`config.mk`:
```
export PLATFORM = sky130hd
export DESIGN_NAME = run_sequencer
export DESIGN_NICKNAME = d
export VERILOG_FILES = /design/src/rtl/run_seq_pkg.sv /design/src/rtl/sat_counter.sv /design/src/rtl/run_sequencer.sv
export SDC_FILE = /design/constraint.sdc
export NUM_CORES = 1
export LEC_CHECK = 0
export BUFFER_PORTS_ARGS = -buffer_cell sky130_fd_sc_hd__buf_2
export CAP_MARGIN = 15
export CORE_MARGIN = 8
export CORE_UTILIZATION = 57
export CTS_CLUSTER_DIAMETER = 100
export DETAILED_ROUTE_END_ITERATION = 7
export PLACE_DENSITY = 0.86
export SLEW_MARGIN = 15
export SYNTH_ARGS = -nofsm -noshare
export SYNTH_HDL_FRONTEND = slang
export SYNTH_HIERARCHICAL = 1
export SYNTH_SLANG_ARGS = --single-unit
export TNS_END_PERCENT = 100
```
`constraint.sdc`:
```
create_clock -name clk -period 3.45 [get_ports clk]
set_clock_uncertainty 0.2 [all_clocks]
set_input_delay 0.345 -clock clk [delete_from_list [all_inputs] [get_ports clk]]
set_output_delay 0.345 -clock clk [all_outputs]
set_load 0.02 [all_outputs]
```
`src/rtl/run_seq_pkg.sv`:
```
// Shared types and default constants for the run sequencer.
package run_seq_pkg;

    typedef enum logic [2:0] {
        StIdle,
        StResetCore,
        StRequest,
        StRun,
        StFinish
    } run_state_t;

    localparam int unsigned DefaultResetCycles     = 2;
    localparam int unsigned DefaultCycleCountWidth = 16;
    localparam int unsigned DefaultTimeoutCycles   = 50000;

    // Bits needed to hold a down-count starting at cycles-1.
    function automatic int unsigned down_cnt_width(input int unsigned cycles);
        return (cycles > 1) ? $clog2(cycles) : 1;
    endfunction

endpackage

```
`src/rtl/sat_counter.sv`:
```
// Up-counter with synchronous clear and enable that holds at all-ones instead of wrapping.
module sat_counter #(
    parameter int unsigned WIDTH = 16
) (
    input  logic             clk,
    input  logic             reset,
    input  logic             clear,
    input  logic             enable,
    output logic [WIDTH-1:0] count
);

    logic [WIDTH-1:0] count_q;

    always_ff @(posedge clk) begin
        if (reset || clear) begin
            count_q <= '0;
        end else if (enable && (count_q != '1)) begin
            count_q <= count_q + WIDTH'(1);
        end
    end

    assign count = count_q;

endmodule

```
`src/rtl/run_sequencer.sv`:
```
// Host run controller: start -> core reset -> one-cycle req -> wait for done, counting RUN cycles.
// Define RUN_SEQ_TIMEOUT_EN to enable the RUN-state watchdog (timed_out); otherwise it stays 0.
module run_sequencer
    import run_seq_pkg::*;
#(
    parameter int unsigned RESET_CYCLES      = DefaultResetCycles,
    parameter int unsigned CYCLE_COUNT_WIDTH = DefaultCycleCountWidth,
    parameter int unsigned TIMEOUT_CYCLES    = DefaultTimeoutCycles
) (
    input  logic                         clk,
    input  logic                         reset,
    input  logic                         start,
    output logic                         core_reset,
    output logic                         core_req,
    input  logic                         core_done,
    output logic                         busy,
    output logic                         finished,
    output logic                         timed_out,
    output logic [CYCLE_COUNT_WIDTH-1:0] cycle_count
);

    localparam int unsigned RstCntW = down_cnt_width(RESET_CYCLES);
    localparam logic [RstCntW-1:0] RstCntLoad = RstCntW'(RESET_CYCLES - 1);
    localparam logic [CYCLE_COUNT_WIDTH-1:0] TimeoutLast =
        CYCLE_COUNT_WIDTH'(TIMEOUT_CYCLES - 1);

`ifdef RUN_SEQ_TIMEOUT_EN
    localparam bit WatchdogEn = 1'b1;
`else
    localparam bit WatchdogEn = 1'b0;
`endif

    run_state_t       state_q;
    logic [RstCntW-1:0] rst_cnt_q;
    logic             core_reset_q;
    logic             core_req_q;
    logic             busy_q;
    logic             finished_q;
    logic             timed_out_q;

    logic             count_clr;
    logic             count_en;
    logic             wdog_expire;

    assign count_clr   = (state_q == StIdle) && start;
    assign count_en    = (state_q == StRun) && !core_done;
    // Constant-false when the watchdog is compiled out, so no comparator remains.
    assign wdog_expire = WatchdogEn && (cycle_count == TimeoutLast);

    sat_counter #(
        .WIDTH (CYCLE_COUNT_WIDTH)
    ) u_cycle_counter (
        .clk    (clk),
        .reset  (reset),
        .clear  (count_clr),
        .enable (count_en),
        .count  (cycle_count)
    );

    always_ff @(posedge clk) begin
        if (reset) begin
            state_q      <= StIdle;
            rst_cnt_q    <= '0;
            core_reset_q <= 1'b1;
            core_req_q   <= 1'b0;
            busy_q       <= 1'b0;
            finished_q   <= 1'b0;
            timed_out_q  <= 1'b0;
        end else begin
            core_req_q <= 1'b0;
            finished_q <= 1'b0;
            unique case (state_q)
                StIdle: begin
                    if (start) begin
                        state_q      <= StResetCore;
                        rst_cnt_q    <= RstCntLoad;
                        core_reset_q <= 1'b1;
                        busy_q       <= 1'b1;
                        timed_out_q  <= 1'b0;
                    end
                end
                StResetCore: begin
                    if (rst_cnt_q == '0) begin
                        state_q      <= StRequest;
                        core_reset_q <= 1'b0;
                        core_req_q   <= 1'b1;
                    end else begin
                        rst_cnt_q <= rst_cnt_q - RstCntW'(1);
                    end
                end
                StRequest: begin
                    state_q <= StRun;
                end
                StRun: begin
                    // done takes precedence over a coincident watchdog expiry
                    if (core_done) begin
                        state_q    <= StFinish;
                        finished_q <= 1'b1;
                    end else if (wdog_expire) begin
                        state_q     <= StFinish;
                        finished_q  <= 1'b1;
                        timed_out_q <= 1'b1;
                    end
                end
                StFinish: begin
                    state_q      <= StIdle;
                    busy_q       <= 1'b0;
                    core_reset_q <= 1'b1;
                end
                default: begin
                    state_q      <= StIdle;
                    busy_q       <= 1'b0;
                    core_reset_q <= 1'b1;
                end
            endcase
        end
    end

    assign core_reset = core_reset_q;
    assign core_req   = core_req_q;
    assign busy       = busy_q;
    assign finished   = finished_q;
    assign timed_out  = timed_out_q;

endmodule

```
==> results.txt, run 1 <==
The flow ran to the end, and the final reports show no timing, DRC or antenna violations. The most used flip-flop cell after synthesis is sky130_fd_sc_hd__dfxtp_1. Of the total power, registers draw 0.539. The core region is 1980 µm². The top-level port count is 25. The worst setup path is launched from a flip-flop. The die covers 3840 µm².

Setup repair after global routing left no endpoint under its margin. The switching share of power came out at 0.232. TritonCTS built the clock tree.

The number of antenna diodes in the final layout is 0. The growth of design area from synthesis to finish came out at 13.7%. The post-synthesis adder-cell area fraction came out at 0.0104. The synthesized-area fraction occupied by ao, oa, aoi and oai cells is 0.202. A synthesized cell averages 9.19 µm². The max-slew violation total from the final report is 0. The number of flip-flops and latches in the synthesized netlist came out at 24. The remaining number of nets flagged by the antenna check after routing came out at 0. The routed length on met2 came out at 1.29 mm.

The number of non-filler instances in the completed layout came out at 179. The total length of routed wires is 2.72 mm. The buffers inserted during post-CTS setup optimization came out at 0. The share of the clock period used by the worst path came out at 0.704. For the worst setup path, the data required time is 3490 ps. The global-route wire length before repair is 4.50 mm.

The number of cell rows came out at 16. Setup violations remaining at the end of the flow were counted as 0. The slowest stage of the critical path belongs to the cell sky130_fd_sc_hd__dfxtp_1. The worst max-slew margin expressed relative to the limit came out at 0.573. STA classifies the critical path endpoint as a flip-flop. The minimum clock period after layout came out at 2430 ps. The maximum level of the CTS H-tree came out at 1. For this run, design rule violations remaining after detail routing come to 0. The combined global-route utilization of all metal layers is 0.154. Static timing analysis puts the maximum clock frequency at 412 MHz. Of the total synthesized cell area, the portion taken by AND, OR, NAND and NOR gates is 0.312. The highest layer touched by signal routing is met4. The post-cts hold buffer count is 0. The cell sitting at the root of the clock tree is a sky130_fd_sc_hd__clkbuf_4.

For the worst-skew pair, the clock arrives at the later sink with an insertion delay of 320 ps. The proportion of register bits with asynchronous set or reset after synthesis came out at 0. In this design, the largest share of critical-path delay is due to compound AO/OA/AOI/OAI gates. The met3 wire length came out at 160 µm. Entering global routing, the biggest net connects 16 pins. The height of the chip came out at 62.0 µm.

The vias after detailed routing came out at 1078. The analysis attributes to cell leakage a power of 0.581 nW. The starting utilization of the core area came out at 0.607. The number of antenna violations at the first check in global routing was 0.

For this run, the detailed router's first-pass iteration total came to 4. The placed instance count came out at 175. The setup path with the least slack is of type reg2reg. The path class of the tightest hold or removal check is in2reg. The die width is 62.0 µm.

At the end of the flow, the number of nets in the layout was 158. The area of combinational cells with multiple inputs came out at 676 µm². The longest clock path from root to sink contains 2 buffers. The number of buffers inserted during clock tree synthesis came out at 3. For this run, the register share of the synthesized area comes to 0.399. The worst-case vdd ir drop is 0.000359 V. In this design, the stage delay of the slowest critical-path cell is 540 ps. The number of sinks driven by the clock tree is 24.

The total count of hold-check failures in the final report came to 0. The net count after synthesis is 136. At the worst endpoint, the arrival time is 2470 ps. The number of gates resized after cts came out at 0. During synthesis, Yosys emitted a total of 6 warnings. The clock transition time at the flip-flop clock pins of the worst setup and hold paths came out at 140 ps.

The fraction of power consumed by the clock network is 0.376. Along the worst path, the maximum fanout reaches 11. The HPWL after detailed placement is 1.95 mm. The post-synthesis cell count came out at 131.

The setup TNS is 0 ps. The detailed router finished its first iteration with 45 violations. The register cell area after layout is 480 µm². The total power per unit cell area is 402 nW/µm². The port buffer count came out at 23. The total buffers and inverters traversed by the critical path came out at 0. In the final routed layout, each cell accounts on average for 15.2 µm. At the pin with the least slew margin, the transition time is 636 ps.

The number of global-route vias before repair came out at 1032. The number of flops mapped to enable cells by yosys came out at 0. Traced cell by cell, the critical path runs through nand3b_1, nor2_1, nand4_1, a211oi_1, a31oi_1, a41o_1. The power share of the combinational group came out at 0.085.

The number of fill cells came out at 160. The fraction of synthesized cell area in xor and xnor cells is 0.0218. After synthesis, the largest family of logic cells by area is simple AND/OR/NAND/NOR gates. The wire length the detailed router placed on met1 came out at 1.25 mm. The switching power total came out at 128 µW.

In the routed layout, each cell is associated on average with a via count of 6.02. The congestion estimate from routability-driven global placement came to 0.924. The share of cell area taken by muxes after synthesis is 0.0125.

The netlist area before placement is 1200 µm². The residual overflow from global routing came out at 0. The cell-internal power came out at 423 µW. The fraction of final layout cells with drive strength greater than 1 came out at 0.230. The count of different cell masters after synthesis is 43. The number of violations of the max-capacitance limit came out at 0.
-- power groups by stage --
stage                     Sequential (mW)  Combinational (mW)  Clock, mW
after detailed placement            0.302              0.0467          0
after CTS                           0.296              0.0467      0.211
after global routing                0.298              0.0508      0.221
final                               0.297              0.0466      0.207
after global placement              0.301              0.0450          0
after floorplan                     0.301              0.0386          0
-- worst paths after layout --
path | from | endpoint | slack [ps] | cells past startpoint
worst max-delay path | state_q[1]$_SDFFE_PP0P_ | u_cycle_counter/count[10]$_SDFFE_PP0P_ | 1020 | 6
worst min-delay path | reset | state_q[2]$_SDFFE_PP0P_ | 70 | 2
worst max register to register | state_q[1]$_SDFFE_PP0P_ | u_cycle_counter/count[10]$_SDFFE_PP0P_ | 1020 | 6
worst min register to register | busy$_SDFFE_PP0P_ | busy$_SDFFE_PP0P_ | 280 | 1
-- cells by family (layout without fill, tap and decap cells) --
kind of cell	Yosys count	in the layout
buf+inv	9	30
simple gates	58	58
other cells	1	1
fa+ha+maj	1	1
compound gates	34	34
mux	1	1
xor+xnor	3	3
flops	24	24
-- layout by cell type (no fill, tap or decap), types with 3 or more instances in the layout --
cell	instances
sky130_fd_sc_hd__dfxtp_1	24
sky130_fd_sc_hd__buf_2	23
sky130_fd_sc_hd__nor2_1	9
sky130_fd_sc_hd__a21oi_1	9
sky130_fd_sc_hd__nor3b_1	6
sky130_fd_sc_hd__o21ai_0	6
sky130_fd_sc_hd__nand3_1	6
sky130_fd_sc_hd__nand2_1	6
sky130_fd_sc_hd__nand4_1	5
sky130_fd_sc_hd__or3_1	5
sky130_fd_sc_hd__and4_1	4
sky130_fd_sc_hd__a41o_1	4
sky130_fd_sc_hd__inv_1	3
sky130_fd_sc_hd__clkbuf_4	3
sky130_fd_sc_hd__o31ai_1	3
sky130_fd_sc_hd__or4_1	3
sky130_fd_sc_hd__a31oi_1	3
-- sequential cells by signal (all words and copies together), names as in the netlist --
signal / count
state_q: 3
finished: 1
busy: 1
core_req: 1
u_cycle_counter/count: 16
core_reset: 1
rst_cnt_q: 1
-- through the flow --
| stage | hold WS, ps | power, mW | setup slack, ps | utilization | instance area [µm²] |
|---|---|---|---|---|---|
| after global placement | 244 | 0.346 | 1270 | 0.664 | 1320 |
| after global routing | 64.0 | 0.570 | 881 | 0.691 | 1370 |
| after detailed placement | 255 | 0.349 | 1130 | 0.664 | 1320 |
| final | 71.5 | 0.550 | 1020 | 0.691 | 1370 |
| after floorplan | 221 | 0.339 | 1390 | - | 1200 |
| after CTS | 57.5 | 0.554 | 1030 | 0.691 | 1370 |
-- area by class of cell --
cell class / count / share of cell area
Tap cell: 27 / 0.0247
Sequential cell: 24 / 0.351
Multi-Input combinational cell: 98 / 0.494
Clock inverter: 1 / 0.0219
Clock buffer: 3 / 0.0165
Timing Repair Buffer: 23 / 0.0841
Inverter: 3 / 0.00823
-- cell usage after synthesis, types with 2 or more instances --
master / instances / area (µm²)
sky130_fd_sc_hd__dfxtp_1: 24 / 480
sky130_fd_sc_hd__a21oi_1: 9 / 45.0
sky130_fd_sc_hd__nor2_1: 9 / 33.8
sky130_fd_sc_hd__nand2_1: 6 / 22.5
sky130_fd_sc_hd__nand3_1: 6 / 30.0
sky130_fd_sc_hd__nor3b_1: 6 / 45.0
sky130_fd_sc_hd__o21ai_0: 6 / 30.0
sky130_fd_sc_hd__nand4_1: 5 / 31.3
sky130_fd_sc_hd__or3_1: 5 / 31.3
sky130_fd_sc_hd__a41o_1: 4 / 40.0
sky130_fd_sc_hd__and4_1: 4 / 35.0
sky130_fd_sc_hd__a31oi_1: 3 / 18.8
sky130_fd_sc_hd__inv_1: 3 / 11.3
sky130_fd_sc_hd__o31ai_1: 3 / 22.5
sky130_fd_sc_hd__or4_1: 3 / 22.5
sky130_fd_sc_hd__and2_1: 2 / 12.5
sky130_fd_sc_hd__clkbuf_1: 2 / 7.51
sky130_fd_sc_hd__nand2b_1: 2 / 12.5
sky130_fd_sc_hd__nor3_1: 2 / 10.0
sky130_fd_sc_hd__o211a_1: 2 / 20.0
sky130_fd_sc_hd__o21a_1: 2 / 15.0
sky130_fd_sc_hd__xor2_1: 2 / 17.5
-- layer usage --
layer	up-vias	GRT usage
li1	546	-
met1	499	0.185
met2	31	0.255
met3	2	0.0350
met4	0	0.0649
met5	-	0
Note: power is estimated with default switching activity, not from simulation.
==> run 2: changes to the inputs <==
CORE_UTILIZATION = 48   (was 57)
PLACE_DENSITY = 0.77   (was 0.86)
clock period = 2 ns   (was 3.45 ns; I/O delays follow)
==> run 2 against run 1 <==
Against the previous run:
- fmax rose by 28%
- non-clock buffer count rose by 17
- hold slack got worse by 40 ps
- clock power barely moved
- first-iteration DRC count rose by 36%
- die area rose by 14%
- total power rose by 48%
- global-route usage fell by 1.9 points
- register-to-register slack got worse by 920 ps
- sequential power rose by 68%
- final area rose by 10%
- critical path type unchanged
==> results.txt, run 2 (synthesis results as in run 1) <==
The routability congestion estimate from global placement was 0.764 (-17%). The endpoint identified for the worst register-to-register timing path is u_cycle_counter/count[6]$_SDFFE_PP0P_. The count of cells along the worst register-to-register path is 6 (unchanged). The pin count of the biggest net entering global routing is 13 (-3). The max-slew violation total from the final report is 0 (unchanged). The number of antenna repair diodes came out at 0 (unchanged). The number of cell rows came out at 18 (+2). The die width is 66.1 µm (+6.7%). The highest net fanout along the worst path is 5 (-6). The leakage power came out at 0.655 nW (+13%). The worst hold path belongs to the class in2reg. The arrival time of data at the critical path endpoint came out at 1960 ps (-510 ps). The switching share of power is 0.251 (+0.0184). The vias after detailed routing is 1139 (+5.7%). The reg-to-reg setup timing slack is 100 ps (-920 ps).

The number of global-route vias before repair is 1055 (+2.2%). The total length of routed wires is 2.92 mm (+7.3%). The upper clock frequency limit came out at 526 MHz (+28%). The total count of hold-check failures in the final report came to 0 (unchanged). The remaining number of nets flagged by the antenna check after routing is 0 (unchanged).

The height of the chip is 66.1 µm (+6.7%). The global-route wire length before repair was 4.72 mm (+4.9%). The power share of the combinational group was 0.134 (+0.049). The number of sinks driven by the clock tree came out at 24 (unchanged). Following the worst setup path forward leads to its endpoint at u_cycle_counter/count[6]$_SDFFE_PP0P_. The residual overflow from global routing is 0 (unchanged).

The first-pass iteration count of the detailed router came out at 4 (unchanged). The via count normalized by instance count was 5.75 (-4.5%). The top-level port count came to 25 (unchanged). The total power per unit cell area is 538 nW/µm² (+34%).

The switching power total is 204 µW (+60%). The sort of element at the end of the critical path is a flip-flop. The worst slack on hold paths is 31.2 ps (-40.3 ps). The cell-internal power is 609 µW (+44%). The number of violations of the max-capacitance limit came to 0 (unchanged).

The worst hold path depth came out at 3 (+1). The minimum clock period after layout is 1900 ps (-527 ps). TritonCTS built the clock tree. The routed length per placed instance came to 14.8 µm (-3.0%). The run finished with clean final reports. The residual DRC count is 0 (unchanged). The clock transition time at the flip-flop clock pins of the worst setup and hold paths is 120 ps (-20 ps). The critical path in this run is classified as reg2reg. The worst setup path is launched from a flip-flop. The area of the die came out at 4370 µm² (+14%). The standard cell core area was 2430 µm² (+23%). Leaving out fill and tap cells, the most frequent cell in the layout is sky130_fd_sc_hd__buf_2. The combined global-route utilization of all metal layers is 0.135 (-0.0189). The worst-case vdd ir drop came out at 0.000353 V (-1.6%). The number of nets in the layout came out at 175 (+11%). The fraction of power consumed by the clock network is 0.251 (-0.125). The worst reg2reg path startpoint is state_q[2]$_SDFFE_PP0P_.

The maximum level of the CTS H-tree came out at 1 (unchanged). The placed instance count is 187 (+6.9%). The number of setup violations in the final report is 0 (unchanged). The number of fill cells was 207 (+29%). The fraction of final layout cells with drive strength greater than 1 came out at 0.339 (+0.109). The most critical setup path has its startpoint at state_q[2]$_SDFFE_PP0P_.

Leaving out fill and tap cells, the most frequent cells in the layout are sky130_fd_sc_hd__buf_2, sky130_fd_sc_hd__dfxtp_1, sky130_fd_sc_hd__buf_4. CTS placed an instance of sky130_fd_sc_hd__clkbuf_4 at the clock tree root. The port buffer count came out at 23 (unchanged). The number of buffers inserted during clock tree synthesis came out at 3 (unchanged). The starting utilization of the core area is 0.495 (-0.112). The flip-flop count of the largest register after layout came out at 16 (unchanged). The initial DRC count came out at 61 (+36%). The number of non-filler instances in the completed layout came out at 198 (+11%). The share of the clock period used by the worst path is 0.951 (+0.247).

The fraction of power consumed by sequential logic came out at 0.615 (+0.076). The maximum count of clock buffers along a single path came out at 2 (unchanged). The required time of the critical path is 2060 ps (-1430 ps). Compared with the post-synthesis result, the final layout area differs by 25.6%. The insertion delay to the later sink of the worst-skew pair came out at 310 ps (about the same). The HPWL after detailed placement was 2.09 mm (+7.0%). The number of antenna violations at the first check in global routing is 0 (unchanged).
## run 2: changes by cell type in the layout (fill, tap and decap cells not counted), sizes merged
cell,before,now
buf,23,37
dlygate4sd3,0,3
bufinv,1,0
## run 2: worst min path at each step
| stage | startpoint | endpoint | slack, ps |
|---|---|---|---|
| 6_report | start | core_reset$_SDFFE_PP1P_ | 30 |
| 5_1_grt | start | core_reset$_SDFFE_PP1P_ | 20 |
| 4_1_cts | start | core_reset$_SDFFE_PP1P_ | 20 |
| 3_5_place_dp | busy$_SDFFE_PP0P_ | busy$_SDFFE_PP0P_ | 260 |
| 3_3_place_gp | busy$_SDFFE_PP0P_ | busy$_SDFFE_PP0P_ | 250 |
| 2_1_floorplan | reset | finished$_SDFF_PP0_ | 80 |
## run 2: layout make-up
cell class / count / area, µm² / area share
clock buffers: 3 / 22.5 / 0.0149
flip-flops and latches: 24 / 485 / 0.321
well taps: 30 / 37.5 / 0.0248
inverters: 3 / 11.3 / 0.00745
multi-input cells: 98 / 704 / 0.466
repair buffers: 40 / 250 / 0.166
## run 2: power by group through the flow
stage / registers [mW] / clock network, mW / logic, mW
floorplan: 0.519 / 0 / 0.0668
global route: 0.503 / 0.232 / 0.119
global placement: 0.511 / 0 / 0.0983
detailed placement: 0.512 / 0 / 0.102
CTS: 0.502 / 0.217 / 0.105
finish: 0.500 / 0.204 / 0.109
## run 2: worst max-delay path, cell delays in order, from the launching register on
cell and delay [ps]:
sky130_fd_sc_hd__dfxtp_4 360, sky130_fd_sc_hd__nand3b_1 190, sky130_fd_sc_hd__nor2_2 150, sky130_fd_sc_hd__nand4_1 170, sky130_fd_sc_hd__a41o_1 300, sky130_fd_sc_hd__or3_1 370
sky130_fd_sc_hd__a21oi_2 110
## run 2: repair_timing
item | in CTS | in global routing
gates resized for setup | 0 | 9
hold buffers | 3 | 0
setup endpoints to repair | 0 | 6
buffers inserted | 0 | 5
hold endpoints to repair | 3 | 0
## run 2: metal layers
layer,part of all wire,up-vias,global-route usage,wire length (µm)
li1,-,580,-,-
met3,0.065,4,0.0288,189
met5,0,-,0,0
met1,0.47,528,0.175,1370
met4,0.014,0,0.0720,41
met2,0.45,27,0.203,1330
## run 2: through the flow
| step | util | setup WS [ps] | setup TNS (ps) | instance area [µm²] | power (mW) |
|---|---|---|---|---|---|
| finish | 0.621 | 97.1 | 0 | 1510 | 0.813 |
| global placement | 0.572 | 98.4 | 0 | 1390 | 0.609 |
| floorplan | - | 27.2 | 0 | 1210 | 0.586 |
| global route | 0.621 | -11.0 | -25.9 | 1510 | 0.853 |
| detailed placement | 0.572 | 58.0 | 0 | 1390 | 0.614 |
| CTS | 0.593 | 23.7 | 0 | 1440 | 0.824 |
